File: config.mk
export PLATFORM = sky130hd
export DESIGN_NAME = leg4_fetch_decode_flat
export DESIGN_NICKNAME = d
export VERILOG_FILES = /design/src/rtl/leg4_fetch_decode_pkg.sv /design/src/rtl/leg4_fetch_decode_if.sv /design/src/rtl/leg4_jcn_cond.sv /design/src/rtl/leg4_fetch_decode.sv /design/src/flat_wrapper.sv
export SDC_FILE = /design/constraint.sdc
export NUM_CORES = 1
export LEC_CHECK = 0
export BUFFER_PORTS_ARGS = -buffer_cell sky130_fd_sc_hd__buf_2
export CAP_MARGIN = 20
export CORE_AREA = 2 2 54 56
export DETAILED_ROUTE_END_ITERATION = 10
export DIE_AREA = 0 0 56 58
export PLACE_DENSITY = 0.83
export SYNTH_ARGS = -nofsm -noshare
export SYNTH_HDL_FRONTEND = slang
export SYNTH_HIERARCHICAL = 1
export SYNTH_SLANG_ARGS = --single-unit
File: constraint.sdc
create_clock -name clk -period 1.9 [get_ports clk]
set_input_delay 0.19 -clock clk [delete_from_list [all_inputs] [get_ports clk]]
set_output_delay 0.19 -clock clk [all_outputs]
set_load 0.02 [all_outputs]
File: src/rtl/leg4_fetch_decode_pkg.sv
// Shared definitions for the LEG4 fetch/decode sequencer.
//  - OPR (opcode group) constants, including the 0xE/0xF groups whose OPA is a subcode.
//  - FSM state encoding.
//  - is_two_byte(): decides from the first byte whether a second byte follows.
package leg4_fetch_decode_pkg;

  localparam logic [3:0] OprNop = 4'h0;
  localparam logic [3:0] OprJcn = 4'h1;
  localparam logic [3:0] OprFim = 4'h2;  // OPA[0]=1 is SRC, a 1-byte op
  localparam logic [3:0] OprFin = 4'h3;  // OPA[0]=1 is JIN
  localparam logic [3:0] OprJun = 4'h4;
  localparam logic [3:0] OprJms = 4'h5;
  localparam logic [3:0] OprInc = 4'h6;
  localparam logic [3:0] OprIsz = 4'h7;
  localparam logic [3:0] OprAdd = 4'h8;
  localparam logic [3:0] OprSub = 4'h9;
  localparam logic [3:0] OprLd  = 4'hA;
  localparam logic [3:0] OprXch = 4'hB;
  localparam logic [3:0] OprBbl = 4'hC;
  localparam logic [3:0] OprLdm = 4'hD;
  localparam logic [3:0] OprIo  = 4'hE;
  localparam logic [3:0] OprAcc = 4'hF;

  typedef enum logic [1:0] {
    StF1 = 2'd0,
    StF2 = 2'd1,
    StEx = 2'd2
  } state_e;

  function automatic logic is_two_byte(input logic [7:0] b1);
    logic two;
    two = 1'b0;
    case (b1[7:4])
      OprJcn, OprJun, OprJms, OprIsz: two = 1'b1;
      OprFim:                         two = ~b1[0];
      default:                        two = 1'b0;
    endcase
    return two;
  endfunction

endpackage

File: src/rtl/leg4_fetch_decode_if.sv
// ROM fetch handshake plus the decoded-op bundle presented to the ALU.
//  master: the fetch/decode sequencer (drives rom_req and the op bundle).
//  slave : the ROM/ALU side (drives rom_ack/rom_data, consumes the op bundle).
interface leg4_fetch_decode_if;
  import leg4_fetch_decode_pkg::*;

  logic       rom_req;
  logic       rom_ack;
  logic [7:0] rom_data;
  logic [3:0] alu_op;
  logic [3:0] opa;
  logic [7:0] byte2;
  logic       exec_valid;

  modport master (
    output rom_req, alu_op, opa, byte2, exec_valid,
    input  rom_ack, rom_data
  );

  modport slave (
    input  rom_req, alu_op, opa, byte2, exec_valid,
    output rom_ack, rom_data
  );

endinterface

File: src/rtl/leg4_jcn_cond.sv
// Combinational JCN condition evaluator.
//  opa      : JCN condition nibble; [3] inverts, [2] acc_zero, [1] carry, [0] TEST pin
//  acc_zero : ACC==0
//  carry    : carry flag
//  test_n   : raw TEST pin
//  take     : 1 when the jump is taken
module leg4_jcn_cond #(
  parameter bit TEST_ACT_LO = 1'b1
) (
  input  logic [3:0] opa,
  input  logic       acc_zero,
  input  logic       carry,
  input  logic       test_n,
  output logic       take
);

  logic test_act;
  logic cond;

  always_comb begin
    test_act = TEST_ACT_LO ? ~test_n : test_n;
    cond     = (opa[2] & acc_zero) | (opa[1] & carry) | (opa[0] & test_act);
    take     = opa[3] ^ cond;
  end

endmodule

File: src/rtl/leg4_fetch_decode.sv
// LEG4 instruction fetch/decode sequencer.
//  clk, rst   : rising-edge clock, synchronous active-high reset
//  bus        : ROM req/ack fetch and the alu_op/opa/byte2/exec_valid bundle (master side)
//  pc         : current PC, already past the last fetched byte
//  acc_zero, carry, test_n, reg_inc_nz, pair_val : branch inputs, used in the strobe cycle
//  hold       : stall in EX
//  pc_inc     : one pulse per accepted ROM byte
//  pc_load, pc_target, stk_push, stk_pop : PC/stack control, only alongside exec_valid
module leg4_fetch_decode
  import leg4_fetch_decode_pkg::*;
#(
  parameter int unsigned PC_W        = 12,
  parameter bit          TEST_ACT_LO = 1'b1
) (
  input  logic                clk,
  input  logic                rst,
  leg4_fetch_decode_if.master bus,
  input  logic [PC_W-1:0]     pc,
  input  logic                acc_zero,
  input  logic                carry,
  input  logic                test_n,
  input  logic                reg_inc_nz,
  input  logic [7:0]          pair_val,
  input  logic                hold,
  output logic                pc_inc,
  output logic                pc_load,
  output logic [PC_W-1:0]     pc_target,
  output logic                stk_push,
  output logic                stk_pop
);

  state_e     state_q, state_d;
  logic [7:0] byte1_q;
  logic [7:0] byte2_q;
  logic       first_q;   // set for the first cycle spent in EX
  logic       accept;
  logic       exec;
  logic       jcn_take;

  logic [3:0]      opr;
  logic [3:0]      opa_f;
  logic [PC_W-9:0] page;
  logic            take;
  logic [PC_W-1:0] target;
  logic            push;
  logic            pop;

  logic unused_pc_lo;
  assign unused_pc_lo = ^pc[7:0];

  // Next state and ROM request
  always_comb begin
    state_d     = state_q;
    bus.rom_req = 1'b0;
    unique case (state_q)
      StF1: begin
        bus.rom_req = 1'b1;
        if (bus.rom_ack) state_d = is_two_byte(bus.rom_data) ? StF2 : StEx;
      end
      StF2: begin
        bus.rom_req = 1'b1;
        if (bus.rom_ack) state_d = StEx;
      end
      StEx: begin
        if (!hold) state_d = StF1;
      end
      default: state_d = StF1;
    endcase
  end

  // A byte taken during the reset cycle would be lost anyway, so do not advance the PC
  assign accept = bus.rom_req & bus.rom_ack & ~rst;
  assign pc_inc = accept;

  always_ff @(posedge clk) begin
    if (rst) begin
      state_q <= StF1;
      byte1_q <= 8'h00;
      byte2_q <= 8'h00;
      first_q <= 1'b0;
    end else begin
      state_q <= state_d;
      if (state_q == StF1 && bus.rom_ack) begin
        byte1_q <= bus.rom_data;
        byte2_q <= 8'h00;  // 1-byte ops report byte2 as zero
      end
      if (state_q == StF2 && bus.rom_ack) byte2_q <= bus.rom_data;
      first_q <= (state_d == StEx) && (state_q != StEx);
    end
  end

  assign exec           = (state_q == StEx) & first_q & ~rst;
  assign bus.exec_valid = exec;
  assign bus.alu_op     = byte1_q[7:4];
  assign bus.opa        = byte1_q[3:0];
  assign bus.byte2      = byte2_q;

  leg4_jcn_cond #(
    .TEST_ACT_LO (TEST_ACT_LO)
  ) u_jcn_cond (
    .opa      (byte1_q[3:0]),
    .acc_zero (acc_zero),
    .carry    (carry),
    .test_n   (test_n),
    .take     (jcn_take)
  );

  // Branch / stack decode; only meaningful while exec is high
  always_comb begin
    opr    = byte1_q[7:4];
    opa_f  = byte1_q[3:0];
    page   = pc[PC_W-1:8];
    take   = 1'b0;
    target = '0;
    push   = 1'b0;
    pop    = 1'b0;
    case (opr)
      OprJun: begin
        take   = 1'b1;
        target = PC_W'({opa_f, byte2_q});
      end
      OprJms: begin
        take   = 1'b1;
        push   = 1'b1;
        target = PC_W'({opa_f, byte2_q});
      end
      OprJcn: begin
        take   = jcn_take;
        target = {page, byte2_q};
      end
      OprIsz: begin
        take   = reg_inc_nz;
        target = {page, byte2_q};
      end
      OprFin: begin
        if (opa_f[0]) begin
          take   = 1'b1;
          target = {page, pair_val};
        end
      end
      OprBbl:  pop = 1'b1;
      default: ;
    endcase
  end

  assign pc_load   = exec & take;
  assign pc_target = (exec & take) ? target : '0;
  assign stk_push  = exec & push;
  assign stk_pop   = exec & pop;

endmodule

File: src/flat_wrapper.sv
// flat-port wrapper written by rule: the top's interface ports become plain ports
module leg4_fetch_decode_flat import leg4_fetch_decode_pkg::*;
#(
  parameter int unsigned PC_W        = 12,
  parameter bit          TEST_ACT_LO = 1'b1
)
  (clk, rst, pc, acc_zero, carry, test_n, reg_inc_nz, pair_val, hold, pc_inc, pc_load, pc_target, stk_push, stk_pop, bus_rom_req, bus_alu_op, bus_opa, bus_byte2, bus_exec_valid, bus_rom_ack, bus_rom_data);
  leg4_fetch_decode_if bus_i ();
  input  logic clk;
  input  logic rst;
  input  logic [PC_W-1:0] pc;
  input  logic acc_zero;
  input  logic carry;
  input  logic test_n;
  input  logic reg_inc_nz;
  input  logic [7:0] pair_val;
  input  logic hold;
  output logic pc_inc;
  output logic pc_load;
  output logic [PC_W-1:0] pc_target;
  output logic stk_push;
  output logic stk_pop;
  output wire logic [$bits(bus_i.rom_req)-1:0] bus_rom_req;
  output wire logic [$bits(bus_i.alu_op)-1:0] bus_alu_op;
  output wire logic [$bits(bus_i.opa)-1:0] bus_opa;
  output wire logic [$bits(bus_i.byte2)-1:0] bus_byte2;
  output wire logic [$bits(bus_i.exec_valid)-1:0] bus_exec_valid;
  input wire logic [$bits(bus_i.rom_ack)-1:0] bus_rom_ack;
  input wire logic [$bits(bus_i.rom_data)-1:0] bus_rom_data;
  assign bus_rom_req = bus_i.rom_req;
  assign bus_alu_op = bus_i.alu_op;
  assign bus_opa = bus_i.opa;
  assign bus_byte2 = bus_i.byte2;
  assign bus_exec_valid = bus_i.exec_valid;
  assign bus_i.rom_ack = bus_rom_ack;
  assign bus_i.rom_data = bus_rom_data;
  leg4_fetch_decode #(.PC_W(PC_W), .TEST_ACT_LO(TEST_ACT_LO)) u_core (.clk(clk), .rst(rst), .bus(bus_i), .pc(pc), .acc_zero(acc_zero), .carry(carry), .test_n(test_n), .reg_inc_nz(reg_inc_nz), .pair_val(pair_val), .hold(hold), .pc_inc(pc_inc), .pc_load(pc_load), .pc_target(pc_target), .stk_push(stk_push), .stk_pop(stk_pop));
endmodule
# Word level (Yosys, flattened, before mapping)
# Index checks and enable logic that the tools add are counted.
# W data, S select, Z words.
# word_totals
reg_bits,19
word_cells,62
inputBits,36
out_inout_bits,34
# classes
bitwise,16
eq_ne,15
mux,18
n_reduce_logical,9
# ops
operator,n
$pmux W12 S3,1
$eq A4 B3 Y1 const B,6
$mux W12,2
$mux W8,2
$and A1 B1 Y1,10
$eq A4 B1 Y1 const B,2
$eq A4 B2 Y1 const B,2
$mux W2,4
$mux W1,6
$pmux W2 S3,1
$reduce_or A2 Y1,3
$eq A2 B2 Y1 const B,2
$eq A4 B4 Y1 const B,1
$pmux W1 S4,1
$reduce_or A4 Y1,1
$logic_and A1 B1 Y1,3
$not A1 Y1,3
$eq A2 B1 Y1 const B,1
$logic_not A2 Y1,1
$ne A2 B2 Y1 const B,1
$or A1 B1 Y1,2
$pmux W1 S2,1
$reduce_bool A2 Y1,1
$xor A1 B1 Y1,1

# Logic depth before layout (Yosys ltp)
# logic_depth
word_depth,10
depth_mapped,8
mapped_depth_nobuf,7

# Modules after synthesis
# The synthesis kept the hierarchy.
# modules_own_cells
mod,area_per_inst_um2,seq_area_each_um2,n_inst,cells_per_inst
leg4_fetch_decode,1007.2,380.4,1,134
leg4_jcn_cond,22.5,0.0,1,3

# Worst setup path after synthesis
# Ideal clock, no wire load.
# synth_timing
path_kind,register to output
start,reg u_core.byte1_q[2]
end,out pc_target[10]
n_path_buf,1
slack_ps,-134
stages_incl_launch_ff,8
required_ps,1710
arrival_time_ps,1844
cell_sequence,dfxtp_1 -> a222oi_1 -> xnor2_1 -> a21oi_1 -> o221ai_1 -> nand3b_1 -> clkbuf_1 -> nor2_1
# synth_via
elab_chain_cells,7
elab_cells_between_ends,8
cone_classes,mux (3); bitwise (5)
# synth_lines
element,line,text
"start, declared",leg4_fetch_decode.sv:33,logic [7:0] byte1_q;
"start signal, assigned",leg4_fetch_decode.sv:84,byte1_q <= bus.rom_data;
$and A1 B1 Y1,leg4_jcn_cond.sv:22,cond = (opa[2] & acc_zero) | (opa[1] & carry) | (opa[0] & test_act);
$or A1 B1 Y1 (2 in a row),leg4_jcn_cond.sv:22,
$xor A1 B1 Y1,leg4_jcn_cond.sv:23,take = opa[3] ^ cond;
via u_core.jcn_take,leg4_fetch_decode.sv:38,logic jcn_take;
$pmux W1 S4,leg4_fetch_decode.sv:117,case (opr)
$and A1 B1 Y1,leg4_fetch_decode.sv:147,assign pc_target = (exec & take) ? target : '0;
$mux W12,leg4_fetch_decode.sv:147,
"end, declared",flat_wrapper.sv:20,output logic [PC_W-1:0] pc_target;
# The timed path passes the listed nets, and every way through them passes these cells.

# Worst setup path in the final report
# layout_timing
start,reg u_core.byte1_q[2]
end,out pc_target[0]
# Same word-level chain as after synthesis.

==> metrics.yaml <==
ys_top_cells_by_count: "dfxtp_1 (19), nand2_1 (18), a21oi_1 (17)"
grt_first_pass_wirelength_mm: 4.84
rr_startpoint: "u_core/state_q[0]"
htreeDepth: 1
synth_most_common_cell: "dfxtp_1"
rr_worst_depth: 3
timing.rr.end: "u_core/state_q[1]"
fillers: 249
area_growth_pct: 53.7
clock_skew_ns: 0.00585
max_freq_mhz: 452
antenna_left: 0
holdBufCountCts: 0
clockPowerShare_pct: 24.6
vias: 1203
status: "finished, violations left"
syn_area_um2: 1030
diodes: 0
netlist.area_leader.share_pct: 36.9
nNetsFinal: 239
grt_util_all_layers_pct: 18.3
coreArea_um2: 2660
tritoncts: "built"
postLayoutCellArea_um2: 1580
drt_wl_total_mm: 3.04
worstSetupEndpointType: "primary output"
peakVddDrop_mv: 0.391
die_y_um: 58
synthArstFlopShare_pct: 0
holdCritStartpoint: "bus_rom_data[2]"
synth_fp_nets: 173
maxCapViolations: 0
drc: 0
p_int_w: 0.000576
ys_seq_area_share_pct: 36.9
yosys.area.top_type: "dfxtp_1"
p_sw_w: 0.000251
crit_required_ns: 1.71
rsz0062_at_grt: "true"
synth.avg_cell_area_um2: 7.52
ios: 70
antenna_found_initial: 0
power_density_nw_per_um2: 523
tightest_slew_ns: 0.493
regToRegSetupSlack_ns: 0.52
ctsRootBufferMaster: "clkbuf_4"
clk_pin_slew_worst_paths_ns: 0.10
fin_ws_ns: -0.311
ys.flop_type: "dfxtp_1"
yosys_warnings: 6
power_leakage_nw: 0.673
post-route-period-util_pct: 116
hold_slack_ns: 0.132
via_per_inst: 5.16
fp-row-count: 19
worst_setup_path_start_kind: "flip-flop"
ys_ff_latch: 19
failed_checks: "setup timing"
clk_latency_ns: 0.30
drv_slew: 0
die_x_um: 56
setup_viol: 13
initial_utilization_pct: 38.7
wire_per_inst_um: 13.0
cts.path.max_buffers: 2
period_needed_ns: 2.21
clock_sinks: 19
syn_inst: 137
hold_viol: 0
hold_path_end: "u_core/byte1_q[2]"
hold_path.class: "in -> reg"
worstSetupPathType: "reg -> out"
power_frac_seq_pct: 52.5
grt_max_degree: 22
place_area_um2: 1480
drtIter0Drc: 69
io_buffer_count: 61
min_path_cells: 3
first_pass_iters: 4
cts_buffers: 3
combinationalPowerShare_pct: 22.9
die-area_um2: 3250
grt_pass1_vias: 1069
maxSlewHeadroom_pct: 67.0
switching_share_pct: 30.4
place.detailed.hpwl_mm: 2.28
arrival_ns: 2.02
synth_edf_count: 0
drive_above_1_share_pct: 43.6
synthTopCellsByArea: "dfxtp_1 (37%), a22oi_1 (8.7%), a21oi_1 (8.3%), nand2_1 (6.6%), nor2_1 (5.8%)"
netlist-cell-type-count: 30
grt_overflow: 0
cp_max_fo: 13
place_congestion: 0.773
==> final cells by class <==
cell class | instances | area [um2] | area share [%]
clock buffer | 4 | 26.3 | 1.66
timing repair buffer | 70 | 455 | 28.8
inverter | 4 | 15.0 | 0.949
multi-input combinational | 105 | 666 | 42.1
sequential | 19 | 382 | 24.1
tap | 31 | 38.8 | 2.45
==> cells in the final DEF, fill, tap and decap left out, types with 3 or more instances in the layout <==
cell type	count
nor2_4	9
buf_2	48
a22oi_1	12
nand2_1	18
nand2b_1	4
clkbuf_4	3
o21ai_0	9
nand3_1	9
dfxtp_1	18
nor2b_1	3
inv_1	3
a21oi_1	17
buf_6	10
buf_4	11
nor2_1	7
==> logic make-up (layout without fill, tap and decap cells) <==
kind of cell | Yosys count | after routing | share of synthesized area (%)
AO/OA/AOI/OAI | 45 | 45 | 27.7
XOR/XNOR | 1 | 1 | 0.851
buffers and inverters | 13 | 78 | 4.98
flip-flops | 19 | 19 | 36.9
AND/OR/NAND/NOR | 59 | 59 | 29.5
==> critical path, stage by stage (launching register included) <==
cell	delay, ns
dfxtp_2	0.34
a222oi_1	0.35
xnor2_1	0.17
a21oi_1	0.08
o221ai_1	0.17
nand3b_1	0.14
buf_12	0.19
nor2_1	0.12
buf_4	0.15
==> what timing repair did <==
action                                  CTS  global route
endpoints found under the setup margin   13            14
pin swaps                                 0             1
gates resized for setup                  22             2
setup buffers                             0             1
hold endpoints to repair                  0             0
==> metal layers <==
metal / part of all wire (%) / vias up / global-route usage [%] / wire [um]
li1: - / 623 / - / -
met1: 45 / 536 / 24.4 / 1360
met2: 49 / 40 / 30.9 / 1490
met3: 5.2 / 4 / 2.46 / 158
met4: 1.1 / 0 / 6.12 / 33
met5: 0 / - / 0 / 0
==> power groups by stage <==
stage	Sequential (W)	Combinational [W]	Clock, W
6_report	0.000434	0.000189	0.000204
5_1_grt	0.000438	0.000208	0.000224
4_1_cts	0.000435	0.000189	0.000211
3_5_place_dp	0.000444	0.000189	0
3_3_place_gp	0.000443	0.000187	0
2_1_floorplan	0.000458	0.0000917	0
==> worst max path at each step <==
stage / start / end / slack (ns)
2_1_floorplan: u_core/byte1_q[2] / pc_target[10] / 0.003
3_3_place_gp: acc_zero / pc_target[1] / 0.02
3_5_place_dp: acc_zero / pc_target[0] / 0.01
4_1_cts: u_core/byte1_q[2] / pc_target[0] / -0.32
5_1_grt: u_core/byte1_q[2] / pc_target[0] / -0.49
6_report: u_core/byte1_q[2] / pc_target[0] / -0.31
==> sequential cells by signal, indices dropped and copies added, names as in the netlist <==
signal            cells
u_core/first_q        1
u_core/byte1_q        8
u_core/state_q        2
u_core/bus.byte2      8
==> per-stage QoR <==
step / TNS (ns) / total power, W / instances / worst slack (ns) / utilization, %
final: -3.46 / 0.000828 / 233 / -0.311 / 59.4
after global routing: -5.53 / 0.000871 / 233 / -0.494 / 59.4
after CTS: -3.68 / 0.000835 / 232 / -0.315 / 59.0
after detailed placement: 0 / 0.000632 / 228 / 0.0123 / 55.5
after global placement: 0 / 0.000630 / 228 / 0.0153 / 55.5
after floorplan: 0 / 0.000550 / 137 / 0.00312 / -
(Power assumes the default switching activity.)
